**config.mk**
```make
export PLATFORM = sky130hd
export DESIGN_NAME = sw_debounce
export DESIGN_NICKNAME = d
export VERILOG_FILES = /design/src/rtl/sw_debounce.sv
export SDC_FILE = /design/constraint.sdc
export NUM_CORES = 1
export LEC_CHECK = 0
export BUFFER_PORTS_ARGS = -buffer_cell sky130_fd_sc_hd__buf_2
export CAP_MARGIN = 20
export CORE_MARGIN = 2
export CORE_UTILIZATION = 30
export CTS_BUF_LIST = sky130_fd_sc_hd__clkbuf_4 sky130_fd_sc_hd__clkbuf_8
export DETAILED_ROUTE_END_ITERATION = 8
export GPL_ROUTABILITY_DRIVEN = 0
export PLACE_DENSITY_LB_ADDON = 0.3
export SLEW_MARGIN = 0
export SYNTH_ARGS = -nofsm -noshare
export SYNTH_HDL_FRONTEND = slang
export SYNTH_SLANG_ARGS = --single-unit
```
**constraint.sdc**
```tcl
create_clock -name clk -period 21.8 [get_ports clk]
set_input_delay 4.36 -clock clk [delete_from_list [all_inputs] [get_ports clk]]
set_output_delay 4.36 -clock clk [all_outputs]
set_load 0.03 [all_outputs]
```
**src/rtl/sw_debounce.sv**
```systemverilog
// sw_debounce: two-flop synchronizer plus a per-bit stability counter for slide switches.
// Emits debounced levels, one-cycle rise/fall strobes and an any-change strobe.
module sw_debounce #(
    parameter int unsigned WIDTH         = 16,
    parameter int unsigned STABLE_CYCLES = 1000000
) (
    input  logic             clk,
    input  logic             rst,
    input  logic [WIDTH-1:0] sw_i,
    output logic [WIDTH-1:0] sw_o,
    output logic [WIDTH-1:0] sw_rise,
    output logic [WIDTH-1:0] sw_fall,
    output logic             sw_chg
);
    localparam int unsigned   CW     = $clog2(STABLE_CYCLES);
    localparam logic [CW-1:0] CntMax = CW'(STABLE_CYCLES - 1);

    if (STABLE_CYCLES < 2) begin : g_param_check
        $error("STABLE_CYCLES must be at least 2");
    end

    logic [WIDTH-1:0]         s1;
    logic [WIDTH-1:0]         s2;
    logic [WIDTH-1:0][CW-1:0] cnt_q;
    logic [WIDTH-1:0][CW-1:0] cnt_d;
    logic [WIDTH-1:0]         sw_d;
    logic [WIDTH-1:0]         rise_d;
    logic [WIDTH-1:0]         fall_d;

    // Pure flop chain: metastability may only appear on s1.
    always_ff @(posedge clk or posedge rst) begin
        if (rst) begin
            s1 <= '0;
            s2 <= '0;
        end else begin
            s1 <= sw_i;
            s2 <= s1;
        end
    end

    // Any return to the current level before qualification discards the partial count.
    always_comb begin
        cnt_d  = cnt_q;
        sw_d   = sw_o;
        rise_d = '0;
        fall_d = '0;
        for (int i = 0; i < WIDTH; i++) begin
            if (s2[i] == sw_o[i]) begin
                cnt_d[i] = '0;
            end else if (cnt_q[i] != CntMax) begin
                cnt_d[i] = cnt_q[i] + CW'(1);
            end else begin
                cnt_d[i]  = '0;
                sw_d[i]   = s2[i];
                rise_d[i] = s2[i];
                fall_d[i] = ~s2[i];
            end
        end
    end

    always_ff @(posedge clk or posedge rst) begin
        if (rst) begin
            cnt_q   <= '0;
            sw_o    <= '0;
            sw_rise <= '0;
            sw_fall <= '0;
            sw_chg  <= 1'b0;
        end else begin
            cnt_q   <= cnt_d;
            sw_o    <= sw_d;
            sw_rise <= rise_d;
            sw_fall <= fall_d;
            sw_chg  <= |{rise_d, fall_d};
        end
    end
endmodule

```
After elaboration in Yosys (flattened, before gate mapping)
Index checks and enable logic that the tools add are counted.
W data, S select, Z words.
{ "classes": {"add_sub_neg": 16, "eq_ne": 32, "n_mux": 96, "n_bitwise": 48, "reduce_logical": 17} }
{ "ops": {"columns": ["cell", "count"], "rows": [
  ["$mux W20", 32],
  ["$add A20 B1 Y20 const B", 16],
  ["$ne A20 B20 Y1 const B", 16],
  ["$mux W1", 64],
  ["$not A1 Y1", 48],
  ["$reduce_and A2 Y1", 16],
  ["$reduce_or A32 Y1", 1],
  ["$eq A1 B1 Y1", 16]
]} }
{ "totals": {"ff_bits": 401, "out_inout_bits": 49, "wordCells": 246} }

Depth between registers and ports, before layout
Gate-level depths: netlist of run 1.
{ "logic_depth": {"ltp_word": 4, "depth_mapped": 8, "ltp_nobuf": 7} }

Worst setup path after synthesis of run 1
OpenSTA, ideal clock, no wires.
{ "synth_timing": {"path_type": "register to output", "startpoint": "register sw_o[2]", "endpoint": "output port sw_o[2]", "arrival_time_ns": 0.547, "required_time_ns": 17.440, "setup_slack_ns": 16.893, "stages_incl_launch_ff": 1, "n_path_buf": 0, "path_cell_list": "dfrtp_1"} }
{ "synth_rtl": {"columns": ["element", "line", "text"], "rows": [
  ["from (decl)", "10", "output logic [WIDTH-1:0] sw_o,"],
  ["from (signal assigned)", "70", "sw_o <= sw_d;"]
]} }
No word-level cell between the ends.

Final worst setup path of run 1
{ "layout_timing": {"startpoint": "register sw_o[0]", "endpoint": "output port sw_o[0]"} }
No word-level cell between the ends.

==> results of run 1 <==
## cell usage in the layout (no fill, tap or decap), drive strengths merged, types with 4 or more instances in the layout
cell,Yosys,layout
a21oi,16,16
and2,14,14
and3,65,65
and4,15,15
buf,8,76
clkbuf,28,121
clkinv,0,6
dfrtp,401,401
ha,16,16
inv,47,49
mux2,8,8
nand2,104,104
nand2b,6,6
nand3,116,116
nand4,65,65
nor2,366,366
nor2b,7,7
nor3,19,19
nor3b,8,8
nor4,31,31
nor4b,23,23
nor4bb,14,14
o21ai,28,28
o31ai,4,4
or2,10,10
or3,17,17
or4,6,6
or4b,4,4
xnor2,104,104
xor2,183,183
## synthesized netlist by cell type, drive strengths merged, types with 10 or more instances
library cell	number	share of area, %
a21oi	16	0.45
clkbuf	28	0.59
nor2	366	7.6
nor4bb	14	0.78
xnor2	104	5.1
ha	16	1.1
and4	15	0.73
inv	47	0.98
and2	14	0.49
nand2	104	2.2
nand3	116	3.3
nand4	65	2.3
or3	17	0.59
o21ai	28	0.78
and3	65	2.3
nor3	19	0.53
or2	10	0.36
nor4b	23	1.2
dfrtp	401	56
xor2	183	8.9
nor4	31	1.1
## worst max-delay path by stage
stage / from / to / slack (ns)
after global routing: rst / cnt_q[99] / 15.96
after global placement: rst / cnt_q[97] / 15.56
after floorplan: rst / cnt_q[0] / 6.29
after CTS: sw_o[0] / sw_o[0] / 16.06
after detailed placement: rst / cnt_q[97] / 15.52
final: sw_o[0] / sw_o[0] / 16.16
## report_power, final
part	total, mW	internal, mW	switching, mW	leakage, nW
sequential	0.764	0.755	0.00904	5.49
combinational	0.0422	0.0110	0.0312	2.91
clock	0.787	0.467	0.320	0.876
## layout make-up
type,count,area (um2)
Fill cell,5872,38280
Sequential cell,401,10030
Multi-Input combinational cell,1257,7592
Clock buffer,121,1528
Tap cell,773,967.2
Timing Repair Buffer,76,417.9
Inverter,47,183.9
Clock inverter,12,125.1
Antenna cell,1,2.502
## cells by family after synthesis
group                      after synthesis  share of synthesized area [%]
adders and majority gates               16                          1.115
buffers and inverters                   83                          1.930
muxes                                    8                         0.5016
xor gates and xnor gates               287                          14.00
DFF                                    401                          55.87
and+or+nand+nor                        896                          25.11
AOI/OAI and AO/OA                       50                          1.477
## metal layers
layer	track usage [%]	share of wire [%]
met1	14.47	46
met2	19.20	47
met4	5.368	2.7
met3	2.648	3.9
met5	0	0
## through the flow
stage               hold WS (ns)  util [%]  area (um2)  worst slack (ns)  power (mW)
CTS                       0.3454     35.26       20850             16.06       1.636
detailed placement        0.3347     32.46       19200             15.52      0.8216
finish                    0.3429     35.26       20850             16.16       1.593
global route              0.3602     35.26       20850             15.96       1.676
global placement          0.3342     32.46       19200             15.56      0.8199
floorplan                 0.3312         -       17960             6.287      0.8084
## sequential cells by signal, summed over array words and instances, names as in the netlist
name	count
s2	16
sw_fall	16
sw_chg	1
cnt_q	320
sw_rise	16
s1	16
sw_o	16
==> out/metrics.json, run 1 <==
{
  "status": {"value": "finished with violations"},
  "violations": {"value": "design-rule violations"},
  "drt-initial-drc-count": {"value": 647},
  "period_share": {"value": 25.88, "unit": "%"},
  "timing.reg2reg.worst_path_depth": {"value": 7},
  "detailedPlacementHpwl": {"value": 22260, "unit": "um"},
  "hp-start": {"value": "s1[0]"},
  "route.detailed.wl_per_inst": {"value": 13.04, "unit": "um"},
  "grt_overflow": {"value": 0},
  "worst_slew_pin_slew": {"value": 1.087, "unit": "ns"},
  "cts_resized": {"value": 0},
  "wire_length_of_the_first_global_routing_pass": {"value": 60290, "unit": "um"},
  "viasPerCell": {"value": 4.576},
  "path_max_fanout": {"value": 5},
  "drt_wl_total": {"value": 35050, "unit": "um"},
  "synth-edff-count": {"value": 0},
  "async_reset_ff_share": {"value": 100.0, "unit": "%"},
  "regToRegEndpoint": {"value": "sw_chg"},
  "route.vias.total": {"value": 12300},
  "data_arrival_time_of_the_critical_path": {"value": 1.28, "unit": "ns"},
  "drt_drc_violations_left": {"value": 1},
  "core": {"value": 0.05913, "unit": "mm2"},
  "groute.usage.overall": {"value": 11.62, "unit": "%"},
  "setup_repair_after_global_routing_missed_its_margin": {"value": "false"},
  "htreeDepth": {"value": 3},
  "yosys_register_bits": {"value": 401},
  "layout.nets": {"value": 1894},
  "ioPinCount": {"value": 67},
  "crit_chain": {"value": "buf_2"},
  "rows": {"value": 89},
  "detail_route.first_pass.iterations": {"value": 9},
  "final.setup_skew": {"value": 0.02428, "unit": "ns"},
  "setup_violations": {"value": 0},
  "synthesis.area_per_instance": {"value": 10.32, "unit": "um2"},
  "total_standard_cell_area_after_synthesis": {"value": 0.01796, "unit": "mm2"},
  "tritoncts_num_sinks": {"value": 401},
  "cts.root.buffer_cell": {"value": "clkbuf_8"},
  "fp.dieH": {"value": 248.7, "unit": "um"},
  "dpl.cell_count": {"value": 2554},
  "crit_slowest_cell": {"value": "dfrtp_1"},
  "port-buffer-count": {"value": 66},
  "maxSlewViolCount": {"value": 0},
  "worst_skew_pair_latency": {"value": 0.64, "unit": "ns"},
  "grt_max_degree": {"value": 194},
  "fin_crit": {"value": 5.641, "unit": "ns"},
  "worst_slew_margin_relative_to_its_limit": {"value": 26.85, "unit": "%"},
  "path_buf_inv": {"value": 1},
  "cp_data_required_time": {"value": 17.44, "unit": "ns"},
  "die_width": {"value": 248.7, "unit": "um"},
  "ir_drop": {"value": 0.00002993, "unit": "V"},
  "clkTransAtPathRegs": {"value": 0.06, "unit": "ns"},
  "first_global_vias": {"value": 12670},
  "dieArea": {"value": 0.06184, "unit": "mm2"},
  "grt_antenna_before_repair": {"value": 1},
  "tritoncts": {"value": "done"},
  "numCtsBuffers": {"value": 77},
  "stdcell_count": {"value": 2688},
  "timing.critical_path.from_type": {"value": "flop"},
  "static-leakage-power": {"value": 9.273, "unit": "nW"},
  "maxCapViolCount": {"value": 0},
  "yosysWarningCount": {"value": 0},
  "ctsLongestPathBuffers": {"value": 3},
  "initial_utilization": {"value": 30.38, "unit": "%"},
  "whs_path_depth": {"value": 0},
  "area_growth_syn_to_layout": {"value": 16.09, "unit": "%"},
  "synthesis.instances": {"value": 1741},
  "crit_path_max_incr_delay": {"value": 0.42, "unit": "ns"},
  "antenna_left": {"value": 0},
  "post_syn_nets": {"value": 1775},
  "ys_seq_area_share": {"value": 55.87, "unit": "%"},
  "final_layout_size_suffix_gt1_share": {"value": 12.54, "unit": "%"},
  "end_kind": {"value": "output pin"},
  "ff2ff_setup_slack": {"value": 18.83, "unit": "ns"},
  "worst_hold_endpoint": {"value": "s2[0]"},
  "hp-class": {"value": "flop to flop"},
  "critical_path.reg2reg.startpoint": {"value": "cnt_q[200]"},
  "postSynth.topFlopCell": {"value": "dfrtp_1"},
  "post_cts.repair.setup_buffers": {"value": 0},
  "critical_path_class": {"value": "flop to output pin"},
  "hold_buffers": {"value": 0},
  "pwr_per_cell_area": {"value": 76.41, "unit": "mW/mm2"},
  "hold_violations": {"value": 0},
  "timing.fmax": {"value": 177.3, "unit": "MHz"},
  "synth_cell_types": {"value": 48},
  "setup-tns-final": {"value": 0, "unit": "ns"},
  "critPathTopFamily": {"value": "flip-flops"},
  "crit_cells": {"value": 1}
}
Note: power is estimated with default switching activity, not from simulation.
==> run 2: changes to the inputs <==
ABC_AREA = 1   (was not set)
clock period = 4.7 ns   (was 21.8 ns; I/O delays follow)
==> out/metrics.json, run 2 <==
{
  "worst_slew_pin_slew": {"value": 1.036, "unit": "ns"},
  "data_arrival_time_of_the_critical_path": {"value": 1.32, "unit": "ns"},
  "yosys.area.top_type": {"value": "dfrtp_1"},
  "critical_path_class": {"value": "flop to output pin"},
  "die_width": {"value": 258.7, "unit": "um"},
  "crit_path_max_incr_delay": {"value": 0.41, "unit": "ns"},
  "critPathTopFamily": {"value": "flip-flops"},
  "core": {"value": 0.06435, "unit": "mm2"},
  "static-leakage-power": {"value": 10.55, "unit": "nW"},
  "grt_overflow": {"value": 0},
  "crit_cells": {"value": 1},
  "ctsLongestPathBuffers": {"value": 3},
  "status": {"value": "finished, final reports clean"},
  "synth.most_common_cell": {"value": "nor2_1"},
  "wire_length_of_the_first_global_routing_pass": {"value": 72790, "unit": "um"},
  "ir_drop": {"value": 0.0001908, "unit": "V"},
  "period_share": {"value": 48.07, "unit": "%"},
  "post_syn_nets": {"value": 2407},
  "drt_drc_violations_left": {"value": 0},
  "route.detailed.wl_per_inst": {"value": 12.34, "unit": "um"},
  "tritoncts_num_sinks": {"value": 401},
  "tritoncts": {"value": "done"},
  "crit_slowest_cell": {"value": "dfrtp_1"},
  "fin_crit": {"value": 2.259, "unit": "ns"},
  "port-buffer-count": {"value": 66},
  "post_cts.repair.setup_buffers": {"value": 0},
  "yosysWarningCount": {"value": 0},
  "path_max_fanout": {"value": 4},
  "maxCapViolCount": {"value": 0},
  "detail_route.first_pass.iterations": {"value": 5},
  "synth.top_cells.by_area": {"value": "dfrtp_1 52%, nor2_1 8.8%, nand2_1 7.9%, inv_1 6.3%, a21oi_1 3.5%"},
  "path_buf_inv": {"value": 1},
  "yosysTopAreaCellShare": {"value": 51.55, "unit": "%"},
  "ys_seq_area_share": {"value": 51.55, "unit": "%"},
  "timing.reg2reg.worst_path_depth": {"value": 8},
  "synthTopCellsByCount": {"value": "454 x nor2_1, 409 x nand2_1, 401 x dfrtp_1"},
  "route.vias.total": {"value": 15450},
  "end_kind": {"value": "output pin"},
  "groute.usage.overall": {"value": 13.04, "unit": "%"},
  "final.setup_skew": {"value": 0.03595, "unit": "ns"},
  "critical_path.reg2reg.startpoint": {"value": "cnt_q[20]"},
  "maxSlewViolCount": {"value": 0},
  "htreeDepth": {"value": 3},
  "regToRegEndpoint": {"value": "cnt_q[31]"},
  "most-common-layout-cells": {"value": "454 x nor2_1, 409 x nand2_1, 401 x dfrtp_1"},
  "timing.critical_path.to": {"value": "sw_o[7]"},
  "cp_data_required_time": {"value": 3.76, "unit": "ns"},
  "first_global_vias": {"value": 15410},
  "drt-initial-drc-count": {"value": 973},
  "registers.top_by_ff_count": {"value": "cnt_q"},
  "grt_antenna_before_repair": {"value": 0},
  "antenna_left": {"value": 0},
  "largest_register_ffs": {"value": 320},
  "cts_resized": {"value": 0},
  "dieArea": {"value": 0.06694, "unit": "mm2"},
  "synthesis.instances": {"value": 2373},
  "layout.nets": {"value": 2545},
  "antenna-diode-count": {"value": 0},
  "ioPinCount": {"value": 67},
  "layout.cells.most_common": {"value": "nor2_1"},
  "yosys_register_bits": {"value": 401},
  "area_growth_syn_to_layout": {"value": 16.87, "unit": "%"},
  "initial_utilization": {"value": 30.25, "unit": "%"},
  "hp-class": {"value": "input pin to async pin"},
  "synthesis.area_per_instance": {"value": 8.203, "unit": "um2"},
  "fp.dieH": {"value": 258.7, "unit": "um"},
  "viasPerCell": {"value": 4.508},
  "numCtsBuffers": {"value": 76},
  "filler_cell_count": {"value": 6608},
  "final_cell_area": {"value": 0.02275, "unit": "mm2"},
  "timing.fmax": {"value": 442.6, "unit": "MHz"},
  "hold_buffers": {"value": 0},
  "synth_cell_types": {"value": 43},
  "synth-edff-count": {"value": 0},
  "drt_wl_total": {"value": 42290, "unit": "um"},
  "worst_skew_pair_latency": {"value": 0.66, "unit": "ns"},
  "clkTransAtPathRegs": {"value": 0.06, "unit": "ns"},
  "postSynth.topFlopCell": {"value": "dfrtp_1"},
  "async_reset_ff_share": {"value": 100.0, "unit": "%"},
  "setup_repair_after_global_routing_missed_its_margin": {"value": "false"},
  "ff2ff_setup_slack": {"value": 2.60, "unit": "ns"},
  "detailedPlacementHpwl": {"value": 29580, "unit": "um"},
  "dpl-instance-area": {"value": 0.02088, "unit": "mm2"},
  "pwr_per_cell_area": {"value": 344.4, "unit": "mW/mm2"},
  "start_point_of_the_critical_path": {"value": "sw_o[7]"},
  "cts.root.buffer_cell": {"value": "clkbuf_8"},
  "rows": {"value": 93},
  "setup-tns-final": {"value": 0, "unit": "ns"},
  "total_standard_cell_area_after_synthesis": {"value": 0.01946, "unit": "mm2"},
  "timing.critical_path.from_type": {"value": "flop"},
  "crit_chain": {"value": "buf_2"},
  "setup_violations": {"value": 0},
  "grt_max_degree": {"value": 99},
  "final_layout_size_suffix_gt1_share": {"value": 11.43, "unit": "%"},
  "hold_violations": {"value": 0},
  "worst_slew_margin_relative_to_its_limit": {"value": 30.46, "unit": "%"},
  "finalCoreUtilization": {"value": 35.35, "unit": "%"}
}
[run 2: cells by family after synthesis]
logic type,Yosys count,synth area share (%)
simple gates,1252,28.86
flops,401,51.55
buf+inv,358,7.026
compound gates,242,6.852
xor+xnor,104,4.680
fa+ha+maj,16,1.028
[run 2: through the flow]
stage | cells | total power [mW] | hold WS, ns | setup slack (ns)
final | 3428 | 7.834 | 0.1589 | 2.441
after global routing | 3428 | 8.205 | 0.1079 | 2.312
after CTS | 3426 | 8.020 | 0.2964 | 2.346
after detailed placement | 3286 | 3.831 | 0.3347 | 2.218
after global placement | 3286 | 3.823 | 0.3342 | 2.275
after floorplan | 2373 | 3.760 | 0.3312 | -1.640
[run 2: worst min path at each step]
stage | end | slack [ns]
floorplan | s2[0] | 0.33
global route | sw_fall[14] | 0.11
CTS | s1[0] | 0.30
detailed placement | s2[12] | 0.33
finish | cnt_q[318] | 0.16
global placement | s2[11] | 0.33
[run 2: per-layer routing]
metal / track usage (%) / share of wire (%) / routed length [um]
met5: 0 / 0 / 0
met4: 6.166 / 3.4 / 1428
met3: 2.797 / 4.2 / 1791
met2: 21.27 / 46 / 19510
met1: 16.48 / 46 / 19560
[run 2: layout make-up]
type / count / area, um2 / area share [%]
well taps: 855 / 1070 / 4.703
repair buffers: 75 / 447.9 / 1.969
clock inverters: 21 / 341.6 / 1.502
inverters: 343 / 1291 / 5.676
clock buffers: 119 / 1500 / 6.595
multi-input cells: 1614 / 8063 / 35.44
flip-flops and latches: 401 / 10030 / 44.11
[run 2: where the power goes]
part,switching [mW],internal [mW]
Combinational,0.165,0.0622
Clock,1.58,2.49
Sequential,0.0334,3.50
Total,1.78,6.05
==> run 3: changes to the inputs <==
clock period = 2.2 ns   (was 4.7 ns; I/O delays follow)
==> out/metrics.json, run 3 (synthesis gave the netlist of run 2 again) <==
{
  "hold_buffers": {"value": 17},
  "final.setup_skew": {"value": 0.01987, "unit": "ns"},
  "worst_skew_pair_latency": {"value": 0.64, "unit": "ns"},
  "sequential_group_share_of_total_power": {"value": 47.0, "unit": "%"},
  "antenna-diode-count": {"value": 0},
  "ctsLongestPathBuffers": {"value": 3},
  "post_cts.repair.setup_buffers": {"value": 0},
  "stdcell_count": {"value": 3465},
  "route.vias.total": {"value": 15660},
  "registers.top_by_ff_count": {"value": "cnt_q"},
  "power.share.clock": {"value": 49.5, "unit": "%"},
  "detailedPlacementHpwl": {"value": 31030, "unit": "um"},
  "area_growth_syn_to_layout": {"value": 18.08, "unit": "%"},
  "path_max_fanout": {"value": 10},
  "grt_max_degree": {"value": 83},
  "combinationalPowerShare": {"value": 3.5, "unit": "%"},
  "groute.usage.overall": {"value": 13.19, "unit": "%"},
  "cts_resized": {"value": 0},
  "p_sw": {"value": 3.713, "unit": "mW"},
  "drt-initial-drc-count": {"value": 1044},
  "tritoncts": {"value": "done"},
  "initial_utilization": {"value": 30.25, "unit": "%"},
  "period_share": {"value": 88.08, "unit": "%"},
  "hold_violations": {"value": 0},
  "ioPinCount": {"value": 67},
  "worst_slew_margin_relative_to_its_limit": {"value": 54.05, "unit": "%"},
  "critical_path.reg2reg.startpoint": {"value": "cnt_q[161]"},
  "data_arrival_time_of_the_critical_path": {"value": 2.44, "unit": "ns"},
  "viasPerCell": {"value": 4.520},
  "setup_violations": {"value": 0},
  "drt_drc_violations_left": {"value": 0},
  "rows": {"value": 93},
  "maxCapViolCount": {"value": 0},
  "dieArea": {"value": 0.06694, "unit": "mm2"},
  "htreeDepth": {"value": 3},
  "regToRegEndpoint": {"value": "cnt_q[172]"},
  "critical_path_class": {"value": "flop to flop"},
  "pwr_per_cell_area": {"value": 698.7, "unit": "mW/mm2"},
  "antenna_left": {"value": 0},
  "detail_route.first_pass.iterations": {"value": 6},
  "hp-class": {"value": "input pin to async pin"},
  "timing.fmax": {"value": 516.1, "unit": "MHz"},
  "grt_overflow": {"value": 0},
  "grt_antenna_before_repair": {"value": 1},
  "timing.critical_path.from_type": {"value": "flop"},
  "layout.cells.most_common": {"value": "nor2_1"},
  "power.total": {"value": 16.06, "unit": "mW"},
  "route.detailed.wl_per_inst": {"value": 12.45, "unit": "um"},
  "port-buffer-count": {"value": 66},
  "timing.reg2reg.worst_path_depth": {"value": 10},
  "int_power": {"value": 12.35, "unit": "mW"},
  "numCtsBuffers": {"value": 76},
  "largest_register_ffs": {"value": 320},
  "core": {"value": 0.06435, "unit": "mm2"},
  "clkTransAtPathRegs": {"value": 0.06, "unit": "ns"},
  "static-leakage-power": {"value": 10.67, "unit": "nW"},
  "setup_repair_after_global_routing_missed_its_margin": {"value": "false"},
  "dpl.cell_count": {"value": 3309},
  "ir_drop": {"value": 0.0003513, "unit": "V"},
  "cts.root.buffer_cell": {"value": "clkbuf_8"},
  "ff2ff_setup_slack": {"value": 0.26, "unit": "ns"},
  "layout.nets": {"value": 2583},
  "maxSlewViolCount": {"value": 0},
  "final_layout_size_suffix_gt1_share": {"value": 12.03, "unit": "%"},
  "switching_power_share_of_the_total": {"value": 23.12, "unit": "%"},
  "most-common-layout-cells": {"value": "454 x nor2_1, 409 x nand2_1, 401 x dfrtp_1"},
  "die_width": {"value": 258.7, "unit": "um"},
  "fin_crit": {"value": 1.938, "unit": "ns"},
  "status": {"value": "finished, final reports clean"},
  "worst_slew_pin_slew": {"value": 0.6891, "unit": "ns"},
  "end_kind": {"value": "flop"},
  "tritoncts_num_sinks": {"value": 401},
  "wire_length_of_the_first_global_routing_pass": {"value": 73730, "unit": "um"},
  "fp.dieH": {"value": 258.7, "unit": "um"},
  "first_global_vias": {"value": 15620},
  "cp_data_required_time": {"value": 2.71, "unit": "ns"},
  "drt_wl_total": {"value": 43140, "unit": "um"},
  "filler_cell_count": {"value": 6559}
}
run 3: power groups by stage:
stage               clock network [mW]  registers (mW)  logic, mW
detailed placement                   0            7.68      0.559
global route                      8.65            7.56      0.661
floorplan                            0            7.67      0.362
finish                            7.94            7.55      0.563
CTS                               8.30            7.55      0.586
global placement                     0            7.68      0.549
run 3: worst max-delay path by stage:
stage | from | end | slack [ns] | cells past startpoint
2_1_floorplan | rst | cnt_q[0] | -3.64 | 1
3_3_place_gp | cnt_q[160] | sw_chg | 0.28 | 11
3_5_place_dp | cnt_q[160] | sw_chg | 0.27 | 11
4_1_cts | cnt_q[160] | sw_chg | 0.27 | 11
5_1_grt | cnt_q[161] | cnt_q[168] | 0.08 | 10
6_report | cnt_q[161] | cnt_q[172] | 0.26 | 10
run 3: routing by layer:
layer | part of all wire (%) | vias to the layer above | GRT usage (%) | wire length (um)
met5 | 0 | - | 0 | 0
met4 | 3.0 | 0 | 5.122 | 1314
met3 | 3.9 | 81 | 2.964 | 1672
met2 | 47 | 233 | 22.23 | 20300
met1 | 46 | 7401 | 16.44 | 19850
li1 | - | 7947 | - | -
run 3: final cells by class:
class                      count  area, um2  share of cell area [%]
sequential                   401      10030                   43.66
multi-input combinational   1614       8063                   35.08
clock buffer                 117       1485                   6.462
inverter                     343       1291                   5.618
tap                          855       1070                   4.654
timing repair buffer         113      838.3                   3.647
clock inverter                22      202.7                  0.8819
run 3: worst max-delay path: stages, from the launching register on:
cell and delay [ns]:
dfrtp_1 0.36, ha_1 0.23, nand3_1 0.13, nor2_1 0.15, nand2_1 0.12, inv_2 0.10
nand2_1 0.09, nand2_1 0.30, inv_1 0.16, o21ai_0 0.11, a21oi_1 0.06
run 3: metrics by stage:
step                      hold slack, ns  instance area (um2)  setup slack [ns]  setup TNS, ns  utilization, %
after floorplan                   0.3312                19470            -3.640       -1459.54               -
after global placement            0.3336                21130            0.2760              0           32.83
after detailed placement          0.3355                21130            0.2665              0           32.83
after CTS                         0.2286                22980            0.2652              0           35.72
after global routing              0.2722                22980           0.07768              0           35.72
final                             0.2989                22980            0.2622              0           35.72
